[src/rtl/wb_rr_arbiter_if.sv]
// wb_rr_arbiter_if
//   Bundles the NM-master Wishbone request side, the shared slave side and
//   the grant vector of wb_rr_arbiter.
//   master : view used by the arbiter (it masters the shared slave port)
//   slave  : view used by the surroundings (request masters + slave device)
//   m_*_i  : per-master cyc/stb/we (NM), adr/dat (NM*32), sel (NM*4)
//   m_dat_o/m_ack_o/m_err_o : read data broadcast, per-master ack / error
//   s_*    : single Wishbone slave port; gnt_o : one-hot current owner
interface wb_rr_arbiter_if #(
  parameter int unsigned NM = 2
);
  logic [NM-1:0]    m_cyc_i;
  logic [NM-1:0]    m_stb_i;
  logic [NM-1:0]    m_we_i;
  logic [NM*32-1:0] m_adr_i;
  logic [NM*32-1:0] m_dat_i;
  logic [NM*4-1:0]  m_sel_i;
  logic [31:0]      m_dat_o;
  logic [NM-1:0]    m_ack_o;
  logic [NM-1:0]    m_err_o;
  logic             s_cyc_o;
  logic             s_stb_o;
  logic             s_we_o;
  logic [31:0]      s_adr_o;
  logic [31:0]      s_dat_o;
  logic [3:0]       s_sel_o;
  logic             s_ack_i;
  logic [31:0]      s_dat_i;
  logic [NM-1:0]    gnt_o;

  modport master (
    input  m_cyc_i, m_stb_i, m_we_i, m_adr_i, m_dat_i, m_sel_i, s_ack_i, s_dat_i,
    output m_dat_o, m_ack_o, m_err_o, s_cyc_o, s_stb_o, s_we_o, s_adr_o, s_dat_o,
           s_sel_o, gnt_o
  );

  modport slave (
    output m_cyc_i, m_stb_i, m_we_i, m_adr_i, m_dat_i, m_sel_i, s_ack_i, s_dat_i,
    input  m_dat_o, m_ack_o, m_err_o, s_cyc_o, s_stb_o, s_we_o, s_adr_o, s_dat_o,
           s_sel_o, gnt_o
  );
endinterface

[src/rtl/wb_rr_arbiter.sv]
// wb_rr_arbiter
//   Round-robin arbiter sharing one Wishbone slave port between NM masters.
//   Ownership lasts for a whole bus cycle (cyc); a watchdog aborts a transfer
//   whose stb has waited TIMEOUT cycles without ack and reports m_err_o.
//   clk   : rising-edge clock
//   rst_n : asynchronous active-low reset
//   bus   : wb_rr_arbiter_if.master (all request, slave and grant signals)
module wb_rr_arbiter #(
  parameter int unsigned NM      = 2,
  parameter int unsigned TIMEOUT = 255
) (
  input  logic                  clk,
  input  logic                  rst_n,
  wb_rr_arbiter_if.master       bus
);
  localparam int unsigned LW = (NM > 1) ? $clog2(NM) : 1;

  typedef enum logic {IDLE, BUSY} state_t;

  state_t          r_state, w_state_nxt;
  logic [NM-1:0]   r_gnt, w_gnt_nxt;
  logic [LW-1:0]   r_last, w_last_nxt;
  logic [15:0]     r_wdog, w_wdog_nxt;

  logic [LW-1:0]   w_win;
  logic            w_any;
  logic            w_cyc_g, w_stb_g, w_we_g;
  logic [31:0]     w_adr_g, w_dat_g;
  logic [3:0]      w_sel_g;
  logic            w_stall, w_timeout;

  // Round-robin pick: first scan masters above r_last, then wrap to 0..r_last.
  always_comb begin
    w_win = r_last;
    w_any = 1'b0;
    for (int unsigned i = 0; i < NM; i++) begin
      if (!w_any && (i > 32'(r_last)) && bus.m_cyc_i[i]) begin
        w_any = 1'b1;
        w_win = LW'(i);
      end
    end
    for (int unsigned i = 0; i < NM; i++) begin
      if (!w_any && (i <= 32'(r_last)) && bus.m_cyc_i[i]) begin
        w_any = 1'b1;
        w_win = LW'(i);
      end
    end
  end

  // While BUSY, r_last always holds the current owner.
  always_comb begin
    w_cyc_g = 1'b0;
    w_stb_g = 1'b0;
    w_we_g  = 1'b0;
    w_adr_g = '0;
    w_dat_g = '0;
    w_sel_g = '0;
    for (int unsigned i = 0; i < NM; i++) begin
      if (r_last == LW'(i)) begin
        w_cyc_g = bus.m_cyc_i[i];
        w_stb_g = bus.m_stb_i[i];
        w_we_g  = bus.m_we_i[i];
        w_adr_g = bus.m_adr_i[32*i +: 32];
        w_dat_g = bus.m_dat_i[32*i +: 32];
        w_sel_g = bus.m_sel_i[4*i +: 4];
      end
    end
  end

  // A same-cycle ack excludes the stall, so ack beats the timeout.
  assign w_stall   = (r_state == BUSY) && w_cyc_g && w_stb_g && !bus.s_ack_i;
  assign w_timeout = w_stall && (r_wdog == 16'(TIMEOUT - 1));

  assign bus.m_dat_o = bus.s_dat_i;
  assign bus.gnt_o   = r_gnt;

  always_comb begin
    bus.s_cyc_o = 1'b0;
    bus.s_stb_o = 1'b0;
    bus.s_we_o  = 1'b0;
    bus.s_adr_o = '0;
    bus.s_dat_o = '0;
    bus.s_sel_o = '0;
    bus.m_ack_o = '0;
    bus.m_err_o = '0;
    if (r_state == BUSY) begin
      bus.s_cyc_o = w_cyc_g && !w_timeout;
      bus.s_stb_o = w_cyc_g && w_stb_g && !w_timeout;
      bus.s_we_o  = w_we_g;
      bus.s_adr_o = w_adr_g;
      bus.s_dat_o = w_dat_g;
      bus.s_sel_o = w_sel_g;
      bus.m_ack_o = r_gnt & {NM{bus.s_ack_i && w_cyc_g}};
      bus.m_err_o = r_gnt & {NM{w_timeout}};
    end
  end

  always_comb begin
    w_state_nxt = r_state;
    w_gnt_nxt   = r_gnt;
    w_last_nxt  = r_last;
    w_wdog_nxt  = '0;
    case (r_state)
      IDLE: begin
        if (w_any) begin
          w_state_nxt = BUSY;
          w_gnt_nxt   = NM'(1) << w_win;
          w_last_nxt  = w_win;
        end
      end
      BUSY: begin
        if (!w_cyc_g || w_timeout) begin
          w_state_nxt = IDLE;
          w_gnt_nxt   = '0;
        end else if (w_stall) begin
          w_wdog_nxt = r_wdog + 16'd1;
        end
      end
      default: begin
        w_state_nxt = IDLE;
        w_gnt_nxt   = '0;
      end
    endcase
  end

  always_ff @(posedge clk or negedge rst_n) begin
    if (!rst_n) begin
      r_state <= IDLE;
      r_gnt   <= '0;
      r_last  <= LW'(NM - 1);
      r_wdog  <= '0;
    end else begin
      r_state <= w_state_nxt;
      r_gnt   <= w_gnt_nxt;
      r_last  <= w_last_nxt;
      r_wdog  <= w_wdog_nxt;
    end
  end
endmodule

[src/flat_wrapper.sv]
// flat-port wrapper written by rule: the top's interface ports become plain ports
module wb_rr_arbiter_flat 
#(
  parameter int unsigned NM      = 2,
  parameter int unsigned TIMEOUT = 255
)
  (clk, rst_n, bus_m_cyc_i, bus_m_stb_i, bus_m_we_i, bus_m_adr_i, bus_m_dat_i, bus_m_sel_i, bus_s_ack_i, bus_s_dat_i, bus_m_dat_o, bus_m_ack_o, bus_m_err_o, bus_s_cyc_o, bus_s_stb_o, bus_s_we_o, bus_s_adr_o, bus_s_dat_o, bus_s_sel_o, bus_gnt_o);
  wb_rr_arbiter_if #(.NM(NM)) bus_i ();
  input  logic clk;
  input  logic rst_n;
  input wire logic [$bits(bus_i.m_cyc_i)-1:0] bus_m_cyc_i;
  input wire logic [$bits(bus_i.m_stb_i)-1:0] bus_m_stb_i;
  input wire logic [$bits(bus_i.m_we_i)-1:0] bus_m_we_i;
  input wire logic [$bits(bus_i.m_adr_i)-1:0] bus_m_adr_i;
  input wire logic [$bits(bus_i.m_dat_i)-1:0] bus_m_dat_i;
  input wire logic [$bits(bus_i.m_sel_i)-1:0] bus_m_sel_i;
  input wire logic [$bits(bus_i.s_ack_i)-1:0] bus_s_ack_i;
  input wire logic [$bits(bus_i.s_dat_i)-1:0] bus_s_dat_i;
  output wire logic [$bits(bus_i.m_dat_o)-1:0] bus_m_dat_o;
  output wire logic [$bits(bus_i.m_ack_o)-1:0] bus_m_ack_o;
  output wire logic [$bits(bus_i.m_err_o)-1:0] bus_m_err_o;
  output wire logic [$bits(bus_i.s_cyc_o)-1:0] bus_s_cyc_o;
  output wire logic [$bits(bus_i.s_stb_o)-1:0] bus_s_stb_o;
  output wire logic [$bits(bus_i.s_we_o)-1:0] bus_s_we_o;
  output wire logic [$bits(bus_i.s_adr_o)-1:0] bus_s_adr_o;
  output wire logic [$bits(bus_i.s_dat_o)-1:0] bus_s_dat_o;
  output wire logic [$bits(bus_i.s_sel_o)-1:0] bus_s_sel_o;
  output wire logic [$bits(bus_i.gnt_o)-1:0] bus_gnt_o;
  assign bus_i.m_cyc_i = bus_m_cyc_i;
  assign bus_i.m_stb_i = bus_m_stb_i;
  assign bus_i.m_we_i = bus_m_we_i;
  assign bus_i.m_adr_i = bus_m_adr_i;
  assign bus_i.m_dat_i = bus_m_dat_i;
  assign bus_i.m_sel_i = bus_m_sel_i;
  assign bus_i.s_ack_i = bus_s_ack_i;
  assign bus_i.s_dat_i = bus_s_dat_i;
  assign bus_m_dat_o = bus_i.m_dat_o;
  assign bus_m_ack_o = bus_i.m_ack_o;
  assign bus_m_err_o = bus_i.m_err_o;
  assign bus_s_cyc_o = bus_i.s_cyc_o;
  assign bus_s_stb_o = bus_i.s_stb_o;
  assign bus_s_we_o = bus_i.s_we_o;
  assign bus_s_adr_o = bus_i.s_adr_o;
  assign bus_s_dat_o = bus_i.s_dat_o;
  assign bus_s_sel_o = bus_i.s_sel_o;
  assign bus_gnt_o = bus_i.gnt_o;
  wb_rr_arbiter #(.NM(NM), .TIMEOUT(TIMEOUT)) u_core (.clk(clk), .rst_n(rst_n), .bus(bus_i));
endmodule
[config.mk]
export PLATFORM = sky130hd
export DESIGN_NAME = wb_rr_arbiter_flat
export DESIGN_NICKNAME = d
export VERILOG_FILES = /design/src/rtl/wb_rr_arbiter_if.sv /design/src/rtl/wb_rr_arbiter.sv /design/src/flat_wrapper.sv
export SDC_FILE = /design/constraint.sdc
export NUM_CORES = 1
export LEC_CHECK = 0
export CAP_MARGIN = 20
export CORE_AREA = 2 2 111 113
export DETAILED_ROUTE_END_ITERATION = 10
export DIE_AREA = 0 0 113 115
export PLACE_DENSITY = 0.69
export SYNTH_ARGS = -nofsm -noshare
export SYNTH_HDL_FRONTEND = slang
export SYNTH_SLANG_ARGS = --single-unit
[constraint.sdc]
create_clock -name clk -period 1.5 [get_ports clk]
set_input_delay 0.225 -clock clk [delete_from_list [all_inputs] [get_ports clk]]
set_output_delay 0.225 -clock clk [all_outputs]
set_load 0.02 [all_outputs]
==> impl_metrics.tcl, run 1 <==
set metrics [dict create \
    rrSetupSlack_ns -0.44 \
    holdWs_ns 0.316 \
    crit_type "reg -> out" \
    drc 20 \
    slew_violations 0 \
    start_util_pct 20.3 \
    critPathLaunchType "flip-flop" \
    ff_latch_area_um2 505 \
    gp_congestion 0.791 \
    ys_seq_area_share_pct 20.9 \
    fin_crit_ns 2.02 \
    power_density_nw_per_um2 1680 \
    finalSetupViolCount 94 \
    clk_pin_slew_ns 0.05 \
    dpl_cell_area_um2 5280 \
    crit_end "bus_s_dat_o[16]" \
    dr_total_vias 3259 \
    grt_setup_unrepaired "true" \
    pin_count 286 \
    insertion_delay_ns 0.25 \
    synth_area_per_cell_um2 7.66 \
    grt_max_degree 23 \
    diodes 0 \
    r2r-end "u_core.r_wdog[2]" \
    wl_met2_mm 6.99 \
    synthesis.area_um2 2400 \
    startpoint "u_core.r_last" \
    cts_buffers 3 \
    ys_types 35 \
    timing.rr.start "u_core.r_last" \
    first_iter_violations 107 \
    syn_inst 313 \
    cts_max_path_buffers 2 \
    wirelength_met1_mm 5.02 \
    postCtsHoldBufs 0 \
    core_area_um2 11800 \
    drive_gt1_share_pct 53.9 \
    place.port_buffers 221 \
    tightest_slew_ns 0.366 \
    wl_met3_mm 1.33 \
    htree_levels 1 \
    power_uw 10700 \
    setup_ws_ns -0.522 \
    rows 40 \
    syn_nets 492 \
    antenna_found_initial 0 \
    nFillCells 1002 \
    path_max_fanout 8 \
    timing.slew.headroom_pct 75.4 \
    synth-main-ff-cell "dfrtp_1" \
    clock_skew_ns 0.00202 \
    dieWidth_um 113 \
    ys_warn_count 0 \
    synth_edf_count 0 \
    p_leak_uw 0.00256 \
    area_growth_pct 166 \
    end_kind "output pin" \
    design_area_um2 6370 \
    grt_remaining_overflow 0 \
    dp_hpwl_mm 9.80 \
    multi_input_area_um2 2320 \
    dr.pass1.iters 8 \
    finalHoldViolCount 0 \
    utilization_pct 53.9 \
    min_path_type "in -> async" \
    ant_nets 0 \
    finalSetupTns_ns -39.03 \
    required_ns 1.27 \
    worst_r2r_path_depth 9 \
    peakVddDrop_mv 0.566 \
    routed_via_density 4.51 \
    yosys_register_bits 20 \
    fin_nets 755 \
    critPathArrivalTime_ns 1.80 \
    ys_async_sr_fraction_pct 100 \
    clkSinkCount 20 \
    drv_cap 0 \
    finalCritPeriodShare_pct 135 \
    die-area_um2 13000 \
    routed.top_layer "met4" \
    grt_util_all_layers_pct 17.3 \
    violations "DRC, setup timing" \
    cts_tree "done" \
    cts_root_buf "clkbuf_16" \
    fp.dieH_um 115 \
    grt_first_pass_wirelength_mm 17.7 \
    first_global_vias 3214 \
    post_drt_wl_per_cell_um 18.6 \
    fmax_mhz 495 \
    routed_wl_mm 13.4 \
    status "complete, but fails checks" \
]
## power by group
part / switching (uW) / internal (uW)
clock: 190 / 362
combinational: 4250 / 5180
sequential: 75.0 / 619
## logic make-up (layout without fill, tap and decap cells)
logic type | count (synthesis) | after routing | synth area share (%)
AO/OA/AOI/OAI | 10 | 10 | 2.92
XOR/XNOR | 14 | 14 | 5.11
adder cells (fa/ha/maj) | 2 | 2 | 1.04
flip-flops | 20 | 20 | 20.9
multiplexers | 70 | 70 | 29.2
buffers and inverters | 54 | 316 | 14.2
AND/OR/NAND/NOR | 143 | 143 | 26.5
## layer usage
layer  GRT usage [%]  up-vias
li1                -     1567
met4            2.44        0
met5               0        -
met3            6.91       12
met1            20.3     1553
met2            30.6      127
## per-stage QoR
stage          std cells  worst slack [ns]
6_report             722            -0.522
5_1_grt              722            -0.567
4_1_cts              708            -0.596
3_5_place_dp         694            -0.724
3_3_place_gp         694            -0.704
2_1_floorplan        313            -0.139
## what timing repair did
| item | in CTS | in global routing |
|---|---|---|
| pin swaps | 4 | 8 |
| gates cloned | 2 | 3 |
| endpoints found under the setup margin | 96 | 94 |
| resized for setup | 254 | 270 |
| setup buffers | 8 | 14 |
## state kept, by name, indices dropped and copies added (netlist names)
name              cells
u_core.bus.gnt_o      2
u_core.r_last         1
u_core.r_state        1
u_core.r_wdog        16
## Yosys cell counts, drive strengths merged, types with 4 or more instances
master	instances	area, um^2
nor2	98	368
mux2i	70	701
buf	42	297
dfrtp	19	475
xnor2	12	105
clkbuf	7	26.3
nand2	7	26.3
nand3	7	40.0
nor3	7	35.0
inv	5	18.8
nor4	5	31.3
and3	4	25.0
nand4	4	25.0
nor2b	4	25.0
o21ai	4	23.8
## cell type report
class	count	area share, %
Multi-Input combinational cell	239	36.4
Tap cell	147	2.89
Inverter	5	0.314
Timing Repair Buffer	307	51.2
Clock buffer	4	1.24
Sequential cell	20	7.94
## worst max-delay path, cell delays in order (launching register included)
cell	delay, ns
dfstp_4	0.67
buf_12	0.18
buf_16	0.15
buf_8	0.12
mux2i_4	0.23
nor2_2	0.05
buf_6	0.13
## cells in the final DEF (no fill, tap or decap), types with 4 or more instances in the layout
master / netlist / routed
nor2_4: 0 / 4
mux2i_4: 0 / 34
clkbuf_16: 0 / 6
nor3_1: 7 / 6
clkdlybuf4s50_1: 0 / 144
buf_2: 9 / 7
mux2i_1: 70 / 17
mux2i_2: 0 / 19
nor2_1: 98 / 24
nand2_1: 7 / 7
nand4_1: 4 / 4
inv_1: 4 / 4
dfrtp_1: 19 / 19
buf_4: 32 / 58
nor4_1: 5 / 4
nor2_2: 0 / 70
xnor2_1: 12 / 12
buf_12: 0 / 19
buf_6: 1 / 65
nand3_1: 6 / 5
## how the worst min path moves through the flow
| stage | endpoint | slack [ns] | startpoint |
|---|---|---|---|
| CTS | u_core.r_wdog[15] | 0.33 | rst_n |
| finish | u_core.r_wdog[0] | 0.32 | rst_n |
| global route | u_core.r_wdog[10] | 0.34 | rst_n |
| floorplan | u_core.bus.gnt_o[0] | -0.07 | rst_n |
| global placement | bus_m_dat_o[0] | 0.45 | bus_s_dat_i[0] |
| detailed placement | bus_m_dat_o[0] | 0.45 | bus_s_dat_i[0] |
No activity file was read; power rests on OpenSTA's default activity.
==> run 2, diff against run 1 <==
--- a/config.mk
+++ b/config.mk
@@ -7,8 +7,10 @@
 export LEC_CHECK = 0
 export CAP_MARGIN = 20
 export CORE_AREA = 2 2 111 113
+export CTS_BUF_LIST = sky130_fd_sc_hd__clkbuf_4 sky130_fd_sc_hd__clkbuf_8
 export DETAILED_ROUTE_END_ITERATION = 10
 export DIE_AREA = 0 0 113 115
+export MAX_ROUTING_LAYER = met4
 export PLACE_DENSITY = 0.69
 export SYNTH_ARGS = -nofsm -noshare
 export SYNTH_HDL_FRONTEND = slang
==> impl_metrics.tcl, run 2 (same netlist as run 1, synthesis figures left out) <==
set metrics [dict create \
    status "complete, but fails checks" \
    violations "DRC, setup timing" \
    insertion_delay_ns 0.25 \
    clkSinkCount 20 \
    multi_input_area_um2 2310 \
    gp_congestion 0.803 \
    p_leak_uw 0.00257 \
    grt_setup_unrepaired "true" \
    dr_total_vias 3283 \
    setup_ws_ns -0.570 \
    clkPwrFrac_pct 3.6 \
    pin_count 286 \
    core_area_um2 11800 \
    die-area_um2 13000 \
    crit_path_top_delay_cell "dfstp_4" \
    mostFrequentLayoutCells "144 x clkdlybuf4s50_1, 77 x buf_4, 70 x nor2_2" \
    area_growth_pct 163 \
    finalSetupViolCount 93 \
    critPathArrivalTime_ns 1.85 \
    fin_crit_ns 2.07 \
    netSwitchingPower_uw 4520 \
    nFillCells 1005 \
    path_depth 7 \
    fp.dieH_um 115 \
    p_int_uw 6010 \
    finalHoldViolCount 0 \
    rows 40 \
    ant_nets 0 \
    drv_cap 0 \
    fin_nets 765 \
    routed_via_density 4.48 \
    routed_wl_mm 13.5 \
    switching_share_pct 42.9 \
    postCtsHoldBufs 0 \
    comb_power_share_pct 89.9 \
    clock_skew_ns 0.00193 \
    slew_violations 0 \
    dp_hpwl_mm 9.80 \
    cp_num_buf_inv 5 \
    power_uw 10500 \
    critPathLaunchType "flip-flop" \
    timing.slew.headroom_pct 77.3 \
    finalCritPeriodShare_pct 138 \
    min_path_type "in -> async" \
    peakVddDrop_mv 0.578 \
    power_density_nw_per_um2 1670 \
    diodes 0 \
    ff_latch_area_um2 505 \
    largest_reg_flops 16 \
    first_global_vias 3220 \
    max_stage_delay_ns 0.66 \
    end_kind "output pin" \
    crit_chain "buf_12 > buf_16 > buf_8 > buf_4 > mux2i_1 > nor2_2 > buf_6" \
    cts_root_buf "clkbuf_8" \
    antenna_found_initial 0 \
    grt_remaining_overflow 0 \
    required_ns 1.27 \
    dr.pass1.iters 7 \
    post_drt_wl_per_cell_um 18.4 \
    crit_type "reg -> out" \
    holdWs_ns 0.309 \
    drc 20 \
    drive_gt1_share_pct 54.5 \
    dieWidth_um 113 \
    cts_tree "done" \
    final_common_cell "clkdlybuf4s50_1" \
    worst_r2r_path_depth 9 \
    tightest_slew_ns 0.338 \
    cts_buffers 3 \
    place.port_buffers 221 \
    path_max_fanout 6 \
    clk_pin_slew_ns 0.07 \
    regMostFlops "u_core.r_wdog" \
    pwr-share-seq_pct 6.5 \
    grt_first_pass_wirelength_mm 17.7 \
    cts_max_path_buffers 2 \
    crit_family "flip-flops" \
    fmax_mhz 483 \
    start_util_pct 20.3 \
    grt_max_degree 23 \
    first_iter_violations 113 \
    grt_util_all_layers_pct 17.9 \
    htree_levels 1 \
]
run 2: cell count changes in the layout (fill, tap and decap cells not counted), moves of 3 or more:
cell	before	now
buf_6	65	43
buf_4	58	77
buf_2	7	12
clkbuf_16	6	1
clkbuf_2	3	8
buf_12	19	23
clkbuf_8	0	3
run 2: cell type report:
type	instances	share of cell area (%)
timing repair buffer	317	51.5
inverter	5	0.317
tap	147	2.91
multi-input combinational	239	36.5
clock buffer	4	0.773
sequential	20	8.01
run 2: routing by layer:
metal	track usage [%]	wire length (um)	up-vias
met2	30.4	6920	140
met4	2.93	196	0
li1	-	-	1571
met3	6.91	1360	19
met1	20.3	4990	1553
met5	-	0	-
run 2: metrics by stage:
stage / utilization [%] / worst slack (ns) / instance area (um^2) / TNS [ns] / std cells
after floorplan: - / -0.139 / 2630 / -4.26 / 313
after global placement: 44.7 / -0.704 / 5280 / -44.11 / 694
after detailed placement: 44.7 / -0.724 / 5280 / -45.63 / 694
after CTS: 47.2 / -0.608 / 5570 / -45.70 / 708
after global routing: 53.5 / -0.624 / 6310 / -46.43 / 732
final: 53.5 / -0.570 / 6310 / -40.84 / 732
run 2: final timing paths:
check,startpoint,endpoint,slack (ns)
setup / recovery,u_core.r_last,bus_s_dat_o[18],-0.57
hold / removal,rst_n,u_core.r_wdog[8],0.31
setup reg to reg,u_core.r_last,u_core.r_wdog[2],-0.42
hold reg to reg,u_core.r_wdog[1],u_core.r_wdog[1],0.54
max in group asynchronous,rst_n,u_core.r_last,0.93
min in group clk,bus_s_dat_i[12],bus_m_dat_o[12],0.45
run 2: worst reg2reg max path, cell delays in order (launching register included):
cell and delay, ns:
dfstp_4 0.66, buf_6 0.14, buf_16 0.13, buf_4 0.10, nand3_2 0.11, buf_4 0.16, a211oi_2 0.18, o21ai_2 0.11
buf_6 0.15, nor2_1 0.11
run 2: repair_timing:
action                                  in CTS  in global routing
resized for setup                          253                237
cloned                                       2                  1
hold endpoints to repair                     0                  0
pin swaps                                    4                  5
buffers inserted                             8                 25
endpoints found under the setup margin      96                 94
run 2: power by group through the flow:
stage                     combinational, uW  clock, uW  sequential [uW]
after floorplan                        3610          0              700
after global placement                 6900          0              677
after detailed placement               6930          0              684
after CTS                              7380        384              678
after global routing                   9900        403              690
final                                  9470        375              684
==> run 3, diff against run 2 <==
--- a/config.mk
+++ b/config.mk
@@ -10,8 +10,8 @@
 export CTS_BUF_LIST = sky130_fd_sc_hd__clkbuf_4 sky130_fd_sc_hd__clkbuf_8
 export DETAILED_ROUTE_END_ITERATION = 10
 export DIE_AREA = 0 0 113 115
-export MAX_ROUTING_LAYER = met4
 export PLACE_DENSITY = 0.69
+export SLEW_MARGIN = 5
 export SYNTH_ARGS = -nofsm -noshare
 export SYNTH_HDL_FRONTEND = slang
 export SYNTH_SLANG_ARGS = --single-unit
==> impl_metrics.tcl, run 3 (same netlist as run 1, synthesis figures left out) <==
set metrics [dict create \
    critPathLaunchType "flip-flop" \
    cts_tree "done" \
    drc 20 \
    crit_path_top_delay_cell "dfstp_4" \
    status "complete, but fails checks" \
    max_stage_delay_ns 0.66 \
    fin_crit_ns 2.08 \
    dr_total_vias 3283 \
    regMostFlops "u_core.r_wdog" \
    insertion_delay_ns 0.25 \
    critPathArrivalTime_ns 1.85 \
    fmax_mhz 481 \
    clk_pin_slew_ns 0.07 \
    min_path_type "in -> async" \
    p_leak_uw 0.00257 \
    dp.cells 694 \
    power_density_nw_per_um2 1670 \
    start_util_pct 20.3 \
    ant_nets 0 \
    first_global_vias 3224 \
    required_ns 1.27 \
    grt_setup_unrepaired "true" \
    core_area_um2 11800 \
    startpoint "u_core.r_last" \
    peakVddDrop_mv 0.576 \
    diodes 0 \
    path_depth 7 \
    dieWidth_um 113 \
    clock_skew_ns 0.00194 \
    die-area_um2 13000 \
    wirelength_met1_mm 5.07 \
    rrSetupSlack_ns -0.43 \
    finalSetupViolCount 93 \
    crit_family "buffers and inverters" \
    r2r-end "u_core.r_wdog[2]" \
    routed.top_layer "met4" \
    wl_met2_mm 7.04 \
    drive_gt1_share_pct 54.5 \
    grt_first_pass_wirelength_mm 17.7 \
    finalHoldViolCount 0 \
    gp_congestion 0.791 \
    ff_latch_area_um2 505 \
    antenna_found_initial 0 \
    dp_hpwl_mm 9.80 \
    htree_levels 1 \
    utilization_pct 53.4 \
    timing.slew.headroom_pct 77.1 \
    nFillCells 1008 \
    pre_cts_ws_ns -0.724 \
    crit_chain "buf_12 > buf_16 > buf_8 > buf_4 > mux2i_1 > nor2_2 > buf_6" \
    pin_count 286 \
    finalCritPeriodShare_pct 139 \
    drv_cap 0 \
    place.port_buffers 221 \
    routed_wl_mm 13.7 \
    area_growth_pct 163 \
    holdWs_ns 0.307 \
    largest_reg_flops 16 \
    slew_violations 0 \
    cts_buffers 3 \
    rows 40 \
    first_iter_violations 104 \
    final_common_cell "clkdlybuf4s50_1" \
    instances_no_fill 731 \
    grt_remaining_overflow 0 \
    grt_util_all_layers_pct 17.3 \
    postCtsHoldBufs 0 \
    mostFrequentLayoutCells "144 x clkdlybuf4s50_1, 76 x buf_4, 70 x nor2_2" \
    cts_root_buf "clkbuf_8" \
    fp.dieH_um 115 \
    fin_nets 764 \
    violations "DRC, setup timing" \
    routed_via_density 4.49 \
    tightest_slew_ns 0.341 \
    worst_r2r_path_depth 9 \
    end_kind "output pin" \
    grt_max_degree 23 \
    crit_end "bus_s_dat_o[18]" \
    cts_max_path_buffers 2 \
    crit_type "reg -> out" \
    dr.pass1.iters 7 \
    timing.rr.start "u_core.r_last" \
    cp_num_buf_inv 5 \
    multi_input_area_um2 2310 \
    wl_met3_mm 1.40 \
    post_drt_wl_per_cell_um 18.7 \
    setup_ws_ns -0.578 \
    path_max_fanout 6 \
    clkSinkCount 20 \
]
==> run 3: changes by cell type in the layout (fill, tap and decap cells not counted) <==
| cell | delta |
|---|---|
| buf_4 | -1 |
==> run 3: routing by layer <==
metal  up-vias  global-route usage (%)
met5         -                       0
met4         0                    2.93
li1       1565                       -
met1      1565                    20.2
met3        19                    6.91
met2       134                    30.5
==> run 3: worst min path at each step <==
stage | startpoint | end | slack [ns]
floorplan | rst_n | u_core.bus.gnt_o[0] | -0.07
global placement | bus_s_dat_i[0] | bus_m_dat_o[0] | 0.45
detailed placement | bus_s_dat_i[0] | bus_m_dat_o[0] | 0.45
CTS | rst_n | u_core.r_wdog[7] | 0.32
global route | rst_n | u_core.r_wdog[0] | 0.33
finish | rst_n | u_core.r_wdog[1] | 0.31
==> run 3: power by group <==
part,total [uW],switching (uW),internal [uW]
combinational,9450,4280,5170
sequential,685,66.9,618
clock,380,173,207
total,10500,4520,6000
==> run 3: cell type report <==
class | instances | area share [%]
well taps | 147 | 2.92
multi-input cells | 239 | 36.6
flip-flops and latches | 20 | 8.02
clock buffers | 4 | 0.774
repair buffers | 316 | 51.4
inverters | 5 | 0.317
==> run 3: metrics by stage <==
step                area [um^2]  power [uW]  TNS [ns]
floorplan                  2630        4310     -4.26
global placement           5280        7580    -44.11
detailed placement         5280        7620    -45.63
CTS                        5570        8440    -45.70
global route               6310       11000    -46.40
finish                     6310       10500    -41.36
==> run 3: repair_timing <==
item,CTS,global route
resized for setup,253,237
buffers inserted,8,24
setup endpoints to repair,96,94
cloned,2,1
pin swaps,4,5
